[src/rtl/baud_gen_frac.sv]
// Fractional baud generator: rx oversample tick plus tx bit tick; define BAUDGEN_FRAC_EN to build the fractional accumulators.
// Latency: ticks are registered; the first tick after a restart lands INT edges later and the first tx bit D edges later.
// Backpressure: none; divisor writes are held pending and applied on a tx bit boundary or while enable is low.
module baud_gen_frac #(
    parameter int CLK_HZ       = 50000000,
    parameter int DEFAULT_BAUD = 115200,
    parameter int OVERSAMPLE   = 16,
    parameter int FRAC_W       = 4,
    parameter int DIV_W        = 16,
    parameter int DEFAULT_DIV  = int'((64'(CLK_HZ) * (64'd1 << FRAC_W)
                                       + 64'(DEFAULT_BAUD * OVERSAMPLE) / 2)
                                      / 64'(DEFAULT_BAUD * OVERSAMPLE))
) (
    input  logic             clk_50m,
    input  logic             rst_n,
    input  logic             enable,
    input  logic             div_wr,
    input  logic [DIV_W-1:0] div_in,
    input  logic             rx_resync,
    output logic             rxclk_en,
    output logic             txclk_en,
    output logic             div_pending
);

    localparam int INT_W = DIV_W - FRAC_W;
    localparam int SUB_W = (OVERSAMPLE > 1) ? $clog2(OVERSAMPLE) : 1;
    localparam logic [SUB_W-1:0] SUB_LAST = SUB_W'(OVERSAMPLE - 1);
    localparam logic [INT_W-1:0] INT_ONE  = INT_W'(1);
    localparam logic [INT_W-1:0] INT_TWO  = INT_W'(2);
    localparam logic [DIV_W-1:0] DEF_DIV_V = DIV_W'(DEFAULT_DIV);
`ifdef BAUDGEN_FRAC_EN
    localparam logic [FRAC_W-1:0] FRAC_MASK = '1;
`else
    localparam logic [FRAC_W-1:0] FRAC_MASK = '0;
`endif

    function automatic logic [INT_W-1:0] clamp_int(input logic [INT_W-1:0] i);
        return (i < INT_TWO) ? INT_TWO : i;
    endfunction

    localparam logic [INT_W-1:0] RST_CNT = clamp_int(DEF_DIV_V[DIV_W-1:FRAC_W]) - INT_ONE;

    logic [DIV_W-1:0]  div_q, div_d, pend_div_q, pend_div_d, div_nxt;
    logic              pend_q, pend_d;
    logic [INT_W-1:0]  int_act, int_new;
    logic [FRAC_W-1:0] frac_act;
    logic [INT_W-1:0]  rx_cnt_q, rx_cnt_d, tx_cnt_q, tx_cnt_d;
    logic              rx_tick_q, rx_tick_d, tx_tick_q, tx_tick_d;
    logic [SUB_W-1:0]  sub_q, sub_d;
    logic              rx_hit, tx_hit, tx_bnd, apply;
    logic              rx_carry, tx_carry;

`ifdef BAUDGEN_FRAC_EN
    logic [FRAC_W-1:0] rx_acc_q, rx_acc_d, tx_acc_q, tx_acc_d;

    // The reload uses the carry of the following accumulation, so a period is
    // stretched before the wrap lands; the first 2^FRAC_W periods then sum to D.
    function automatic logic [FRAC_W:0] acc_step(input logic [FRAC_W-1:0] acc,
                                                 input logic [FRAC_W-1:0] frac);
        logic [FRAC_W-1:0] nxt;
        logic [FRAC_W:0]   ahead;
        nxt   = acc + frac;
        ahead = {1'b0, nxt} + {1'b0, frac};
        return {ahead[FRAC_W], nxt};
    endfunction
`endif

    always_comb begin
        int_act  = clamp_int(div_q[DIV_W-1:FRAC_W]);
        frac_act = (div_q[DIV_W-1:FRAC_W] < INT_TWO) ? '0 : (div_q[FRAC_W-1:0] & FRAC_MASK);

        rx_hit  = (rx_cnt_q == '0);
        tx_hit  = (tx_cnt_q == '0);
        tx_bnd  = enable && tx_hit && (sub_q == SUB_LAST);
        apply   = pend_q && (!enable || tx_bnd);
        div_nxt = apply ? pend_div_q : div_q;
        int_new = clamp_int(div_nxt[DIV_W-1:FRAC_W]);
        div_d   = div_nxt;

        pend_d     = pend_q && !apply;
        pend_div_d = pend_div_q;
        if (div_wr) begin
            pend_d     = 1'b1;
            pend_div_d = div_in;
        end

`ifdef BAUDGEN_FRAC_EN
        {rx_carry, rx_acc_d} = rx_hit ? acc_step(rx_acc_q, frac_act) : {1'b0, rx_acc_q};
        {tx_carry, tx_acc_d} = tx_hit ? acc_step(tx_acc_q, frac_act) : {1'b0, tx_acc_q};
`else
        // frac_act is masked to zero here, so both carries are constant zero.
        rx_carry = |frac_act;
        tx_carry = |frac_act;
`endif

        rx_cnt_d  = rx_hit ? (int_act - INT_ONE + {{(INT_W-1){1'b0}}, rx_carry})
                           : (rx_cnt_q - INT_ONE);
        rx_tick_d = rx_hit;
        tx_cnt_d  = tx_hit ? (int_act - INT_ONE + {{(INT_W-1){1'b0}}, tx_carry})
                           : (tx_cnt_q - INT_ONE);
        sub_d     = tx_hit ? ((sub_q == SUB_LAST) ? '0 : sub_q + SUB_W'(1)) : sub_q;
        tx_tick_d = tx_bnd;

        if (!enable) begin
            rx_cnt_d  = int_new - INT_ONE;
            tx_cnt_d  = int_new - INT_ONE;
            sub_d     = '0;
            rx_tick_d = 1'b0;
            tx_tick_d = 1'b0;
`ifdef BAUDGEN_FRAC_EN
            rx_acc_d  = '0;
            tx_acc_d  = '0;
`endif
        end else begin
            // Resync beats a coincident rx tick; an apply keeps the tick already due.
            if (rx_resync || apply) begin
                rx_cnt_d = int_new - INT_ONE;
`ifdef BAUDGEN_FRAC_EN
                rx_acc_d = '0;
`endif
            end
            if (rx_resync) begin
                rx_tick_d = 1'b0;
            end
            if (apply) begin
                tx_cnt_d = int_new - INT_ONE;
                sub_d    = '0;
`ifdef BAUDGEN_FRAC_EN
                tx_acc_d = '0;
`endif
            end
        end
    end

    always_ff @(posedge clk_50m or negedge rst_n) begin
        if (!rst_n) begin
            div_q      <= DEF_DIV_V;
            pend_div_q <= DEF_DIV_V;
            pend_q     <= 1'b0;
            rx_cnt_q   <= RST_CNT;
            tx_cnt_q   <= RST_CNT;
            rx_tick_q  <= 1'b0;
            tx_tick_q  <= 1'b0;
            sub_q      <= '0;
        end else begin
            div_q      <= div_d;
            pend_div_q <= pend_div_d;
            pend_q     <= pend_d;
            rx_cnt_q   <= rx_cnt_d;
            tx_cnt_q   <= tx_cnt_d;
            rx_tick_q  <= rx_tick_d;
            tx_tick_q  <= tx_tick_d;
            sub_q      <= sub_d;
        end
    end

`ifdef BAUDGEN_FRAC_EN
    always_ff @(posedge clk_50m or negedge rst_n) begin
        if (!rst_n) begin
            rx_acc_q <= '0;
            tx_acc_q <= '0;
        end else begin
            rx_acc_q <= rx_acc_d;
            tx_acc_q <= tx_acc_d;
        end
    end
`endif

    assign rxclk_en    = rx_tick_q;
    assign txclk_en    = tx_tick_q;
    assign div_pending = pend_q;

endmodule

[config.mk]
export PLATFORM = sky130hd
export DESIGN_NAME = baud_gen_frac
export DESIGN_NICKNAME = d
export VERILOG_FILES = /design/src/rtl/baud_gen_frac.sv
export SDC_FILE = /design/constraint.sdc
export NUM_CORES = 1
export LEC_CHECK = 0
export ABC_AREA = 1
export BUFFER_PORTS_ARGS = -buffer_cell sky130_fd_sc_hd__clkbuf_2
export CAP_MARGIN = 20
export CELL_PAD_IN_SITES_DETAIL_PLACEMENT = 1
export CELL_PAD_IN_SITES_GLOBAL_PLACEMENT = 1
export CORE_MARGIN = 3
export CORE_UTILIZATION = 39
export CTS_BUF_LIST = sky130_fd_sc_hd__clkbuf_2 sky130_fd_sc_hd__clkbuf_4 sky130_fd_sc_hd__clkbuf_8
export DETAILED_ROUTE_END_ITERATION = 6
export GPL_TIMING_DRIVEN = 0
export PLACE_DENSITY_LB_ADDON = 0.08
export RECOVER_POWER = 25
export SLEW_MARGIN = 15
export SYNTH_ARGS = -nofsm -noshare
export SYNTH_HDL_FRONTEND = slang
export SYNTH_SLANG_ARGS = --single-unit
export TNS_END_PERCENT = 10
[constraint.sdc]
create_clock -name clk_50m -period 3.6 [get_ports clk_50m]
set_input_delay 0.36 -clock clk_50m [delete_from_list [all_inputs] [get_ports clk_50m]]
set_output_delay 0.36 -clock clk_50m [all_outputs]
set_load 0.1 [all_outputs]
Word level (Yosys, flattened, before mapping)

Cells that the tools add are included.
Widths: inputs -> output; s select.

Bits of input ports: 21
Register bits after elaboration: 63

Add/subtract/negate cells: 5
Multiplexer cells: 17
Eq/ne operators: 2
Reduce and logical (&&, ||, !) cells: 10
Order comparisons: 2

Operator list:

| cell                  | number |
|---|---|
| $mux 12               | 8 |
| $sub 12x1->12 const B | 4 |
| $logic_not 12->1      | 2 |
| $lt 12x2->1 const B   | 2 |
| $mux 16               | 1 |
| $mux 4                | 4 |
| $add 4x1->4 const B   | 1 |
| $eq 4x4->1 const B    | 1 |
| $logic_and 1x1->1     | 4 |
| $mux 1                | 4 |
| $ne 3x1->1 const B    | 1 |
| $logic_not 1->1       | 2 |
| $logic_or 1x1->1      | 2 |

Depth between registers and ports, before layout

Depth after elaboration: 11
Mapped depth: 24
Mapped depth without buffers: 23

Worst setup path before layout

No wires, ideal clock.

Path kind: reg2reg
Start: register pend_q, in the netlist div_pending
End: register tx_cnt_q[10]
Setup slack: 0.658 ns
Data required time: 3.487 ns
Buffers on the path: 1
Setup time: 0.113 ns
Arrival time: 2.828 ns
Cell stages (with the launch flop): 17
Cells stage by stage: dfrtp_1 > clkbuf_4 > nand3_1 > nand2_1 > nand2_1 > nor2_1 > nand3_2 > nand2_1 > ha_1 > nand2_1 > nor2_4 > nand2_2 > nor3_2 > xor2_1 > nand2_1 > nand2_1 > inv_1

Cells in the longest elaborated chain, start to end: 7

Ends and longest elaborated chain:

| item                   | RTL line | RTL |
|---|---|---|
| from (decl)            | 44       | `logic pend_q, pend_d;` |
| from (signal assigned) | 148      | `pend_q <= pend_d;` |
| $logic_and 1x1->1 (*)  | 75       | `apply = pend_q && (!enable \|\| tx_bnd);` |
| $mux 16                | 76       | `div_nxt = apply ? pend_div_q : div_q;` |
| $lt 12x2->1            | 38       | `return (i < INT_TWO) ? INT_TWO : i;` |
| $mux 12                | 38       |  |
| $sub 12x1->12          | 106, 126 |  |
| $mux 12                | 125      | `if (apply) begin` |
| $mux 12 (*)            | 104      | `if (!enable) begin` |
| via tx_cnt_d[10]       | 47       | `logic [INT_W-1:0] rx_cnt_q, rx_cnt_d, tx_cnt_q, tx_cnt_d;` |
| to (signal assigned)   | 150      | `tx_cnt_q <= tx_cnt_d;` |
| to (decl)              | 47       |  |

The timed path passes the listed nets; every way through them passes the cells marked *.
A chain may end at the register's enable or synchronous reset.

Worst setup path after layout

Start: register tx_cnt_q[1]
End: register tx_cnt_q[10]

Cells in the longest elaborated chain, start to end: 11
Elaborated cells between the ends (all ways): 13

Ends and longest elaborated chain:

| item                            | RTL line | RTL |
|---|---|---|
| $logic_not 12->1                | 73       | `tx_hit = (tx_cnt_q == '0);` |
| $logic_and 1x1->1 (2 in series) | 74       | `tx_bnd = enable && tx_hit && (sub_q == SUB_LAST);` |
| $logic_or 1x1->1                | 75       |  |
| $logic_and 1x1->1               | 75       |  |
| $mux 16                         | 76       |  |
| $lt 12x2->1                     | 38       |  |
| $mux 12                         | 38       |  |
| $sub 12x1->12                   | 106, 126 |  |
| $mux 12                         | 125      |  |
| $mux 12 (*)                     | 104      |  |
| via tx_cnt_d[10]                | 47       |  |

Marked as above.

==> impl_metrics.py <==
metrics = {
    "placement": {
        "dp_hpwl_um": 7890,
        "portBuffers": 19,
        "place_congestion": 0.831,
    },
    "drt": {
        "via_per_inst": 5.14,
        "ant_nets": 0,
        "drtIter0Drc": 132,
        "vias": 3030,
        "drc": 0,
        "detail_route.wl_per_cell_um": 16.6,
        "wl_um": 9780,
        "drt-pass1-iter-count": 4,
    },
    "synthesis": {
        "ys_ff_latch": 55,
        "synth_edf_count": 0,
        "yosysSeqAreaShare": 0.398,
        "netlist_instances": 454,
        "async_flop_share": 1.00,
        "post_synth.cell_area_avg_um2": 7.71,
        "yosysUniqueCellTypes": 39,
        "synthFlopType": "dfrtp_1",
        "yosysWarnings": 0,
        "synth_area_um2": 3500,
        "synth_nets": 482,
    },
    "global_route": {
        "antenna_found_initial": 0,
        "grt_usage": 0.210,
        "grt_start_max_net_pins": 37,
        "grt_pass1_wl_um": 16500,
        "overflow": 0,
        "grt_pass1_vias": 3188,
    },
    "finish": {
        "syn_to_final_growth_pct": 10.4,
        "nets": 511,
        "drive_above_1_share": 0.171,
        "n_antenna_cell": 0,
        "post-route-util": 0.456,
    },
    "timing": {
        "fin_skew_ps": 10.2,
        "slew_viol_final": 0,
        "min_period_over_period": 0.913,
        "fmax_mhz": 304,
        "rsz0062_at_grt": "no",
        "hold_viol_final": 0,
        "worstMarginPinSlew_ps": 1200,
        "fin_crit_ps": 3290,
        "setup_violations": 0,
        "relSlewSlack": 0.203,
        "tns_ps": 0,
    },
    "clock_tree": {
        "cts_buffers": 5,
        "cts.sinks": 55,
        "cts_tree": "yes",
        "clk_latency_ps": 320,
        "htree_levels": 2,
        "cts-root-buf": "clkbuf_8",
        "cts_buffer_depth": 2,
        "clkTransAtPathRegs_ps": 100,
    },
    "setup_path": {
        "cp_top_family": "simple AND/OR/NAND/NOR gates",
        "critical_path_buf_inv_count": 3,
        "crit_chain": "inv_1 > ha_1 > nand2_1 > nor2_2 > nand3_2 > nand2_4 > nand2_4 > buf_6 > nand2_1 > nand2_1 > nand2_1 > nor2_2 > nand3_2 > nand2_2 > ha_1 > nand2_1 > nor2_4 > nand2_2 > nor3_2 > xor2_1 > nand2_1 > nand2_1 > inv_1",
        "criticalPathCategory": "flop to flop",
        "cp.arrival_ps": 3510,
        "crit_required_ps": 3820,
        "cpPeakStageDelay_ps": 540,
        "cp-start-kind": "flop",
        "crit_slowest_cell": "dfstp_2",
        "path_max_fanout": 10,
        "cpMostUsedCell": "nand2_1",
        "setup.worst_path.end_class": "flop",
    },
    "floorplan": {
        "die_w_um": 101,
        "num_rows": 33,
        "start_util": 0.413,
        "die_area_um2": 10100,
        "die_y_um": 101,
        "core_um2": 8460,
        "io_pins": 24,
    },
    "job": {
        "drv_cap": 0,
    },
    "power_and_ir_drop": {
        "p_leak_nw": 1.82,
        "p_per_area_nw_per_um2": 455,
        "vdd_drop_max_v": 0.000164,
    },
    "worst_hold_path": {
        "hp-class": "input pin to flop",
    },
    "status": {
        "outcome": "finished clean",
    },
}
==> repair_timing <==
| item | 4_1_cts | 5_1_grt |
|---|---|---|
| hold buffers | 1 | 0 |
| endpoints found under the setup margin | 0 | 1 |
| hold endpoints to repair | 13 | 0 |
| setup buffers | 0 | 1 |
| resized for setup | 0 | 2 |
==> power by group <==
part | switching [W] | internal (W) | total (W)
registers | 0.0000950 | 0.000737 | 0.000832
clock network | 0.000217 | 0.000166 | 0.000383
logic | 0.000358 | 0.000186 | 0.000544
==> worst register-to-register path, cell delays in order, from the launching register on <==
cell and delay (ps):
dfstp_2 540, inv_1 50, ha_1 200, nand2_1 120
nor2_2 60, nand3_2 100, nand2_4 70, nand2_4 80
buf_6 150, nand2_1 60, nand2_1 140, nand2_1 90
nor2_2 150, nand3_2 130, nand2_2 120, ha_1 190
nand2_1 100, nor2_4 130, nand2_2 100, nor3_2 120
xor2_1 240, nand2_1 140, nand2_1 90, inv_1 40
==> layout make-up <==
type                            count  area [µm²]
Buffer                              7        51.3
Clock buffer                        7        90.1
Clock inverter                      1        8.76
Fill cell                        1090        4600
Inverter                           74         278
Multi-Input combinational cell    318        1780
Sequential cell                    55        1390
Tap cell                          105         131
Timing Repair Buffer               22         130
==> state kept, by name, summed over array words and instances (netlist names) <==
register	count
rxclk_en	1
sub_q	4
div_q	12
tx_cnt_q	12
rx_cnt_q	12
pend_div_q	12
txclk_en	1
div_pending	1
==> through the flow <==
step	hold slack [ps]	setup WS (ps)	power, W	cells	cell area (µm²)
final	240	312	0.00176	589	3860
after global routing	251	26.1	0.00189	589	3860
after CTS	232	169	0.00178	588	3860
after detailed placement	297	198	0.00138	579	3750
after global placement	485	230	0.00137	578	3720
after floorplan	64.4	658	0.00120	454	3500
==> synth_stat cells, types with 2 or more instances <==
library cell  instances  area, µm²
a21oi_1               9       45.0
a22oi_1               2       15.0
a31oi_1               2       12.5
buf_2                 2       10.0
clkbuf_1              2       7.51
dfrtp_1              41       1030
dfstp_2              14        368
ha_1                  7       87.6
inv_1                71        267
inv_2                 3       11.3
nand2_1              97        364
nand2_2               6       37.5
nand2_4               4       45.0
nand3_1              29        145
nand3_2               8       80.1
nand4_1               4       25.0
nor2_1               34        128
nor2_2                5       31.3
nor2_4                5       56.3
nor3_1               14       70.1
nor3_2                2       20.0
nor4_1                7       43.8
o211ai_1              4       30.0
o21ai_0              32        160
o21ai_1               6       30.0
o221ai_1              2       17.5
o22ai_1               3       18.8
o311ai_0              2       17.5
xnor2_1               6       52.6
xor2_1               22        193
==> placed cells by master, fill, tap and decap left out, types with 9 or more instances in the layout <==
| cell | count |
|---|---|
| a21oi_1 | 9 |
| clkbuf_2 | 17 |
| dfrtp_1 | 41 |
| dfstp_2 | 14 |
| inv_1 | 71 |
| nand2_1 | 96 |
| nand3_1 | 29 |
| nor2_1 | 33 |
| nor3_1 | 14 |
| o21ai_0 | 32 |
| xor2_1 | 22 |
==> per-layer routing <==
layer / up-vias / part of all wire / track usage
met5: - / 0 / 0
met4: 0 / 0.013 / 0.0466
met3: 11 / 0.032 / 0.0235
met2: 37 / 0.46 / 0.336
met1: 1460 / 0.49 / 0.305
li1: 1522 / - / -
==> cell families after synthesis <==
logic type | synth area share
AO/OA/AOI/OAI | 0.111
buffers and inverters | 0.0941
flip-flops | 0.398
XOR/XNOR | 0.0701
adder cells (fa/ha/maj) | 0.0250
AND/OR/NAND/NOR | 0.302
==> worst paths after layout <==
kind,slack (ps),start,endpoint,depth (start not counted)
worst min register to register,510,pend_div_q[5],pend_div_q[5],2
worst max-delay path,310,tx_cnt_q[1],tx_cnt_q[10],23
min in group asynchronous,800,rst_n,pend_div_q[11],2
max in group asynchronous,1930,rst_n,rx_cnt_q[4],3
worst min-delay path,240,div_in[4],pend_div_q[4],3
worst max register to register,310,tx_cnt_q[1],tx_cnt_q[10],23
Note: power is estimated with default switching activity, not from simulation.
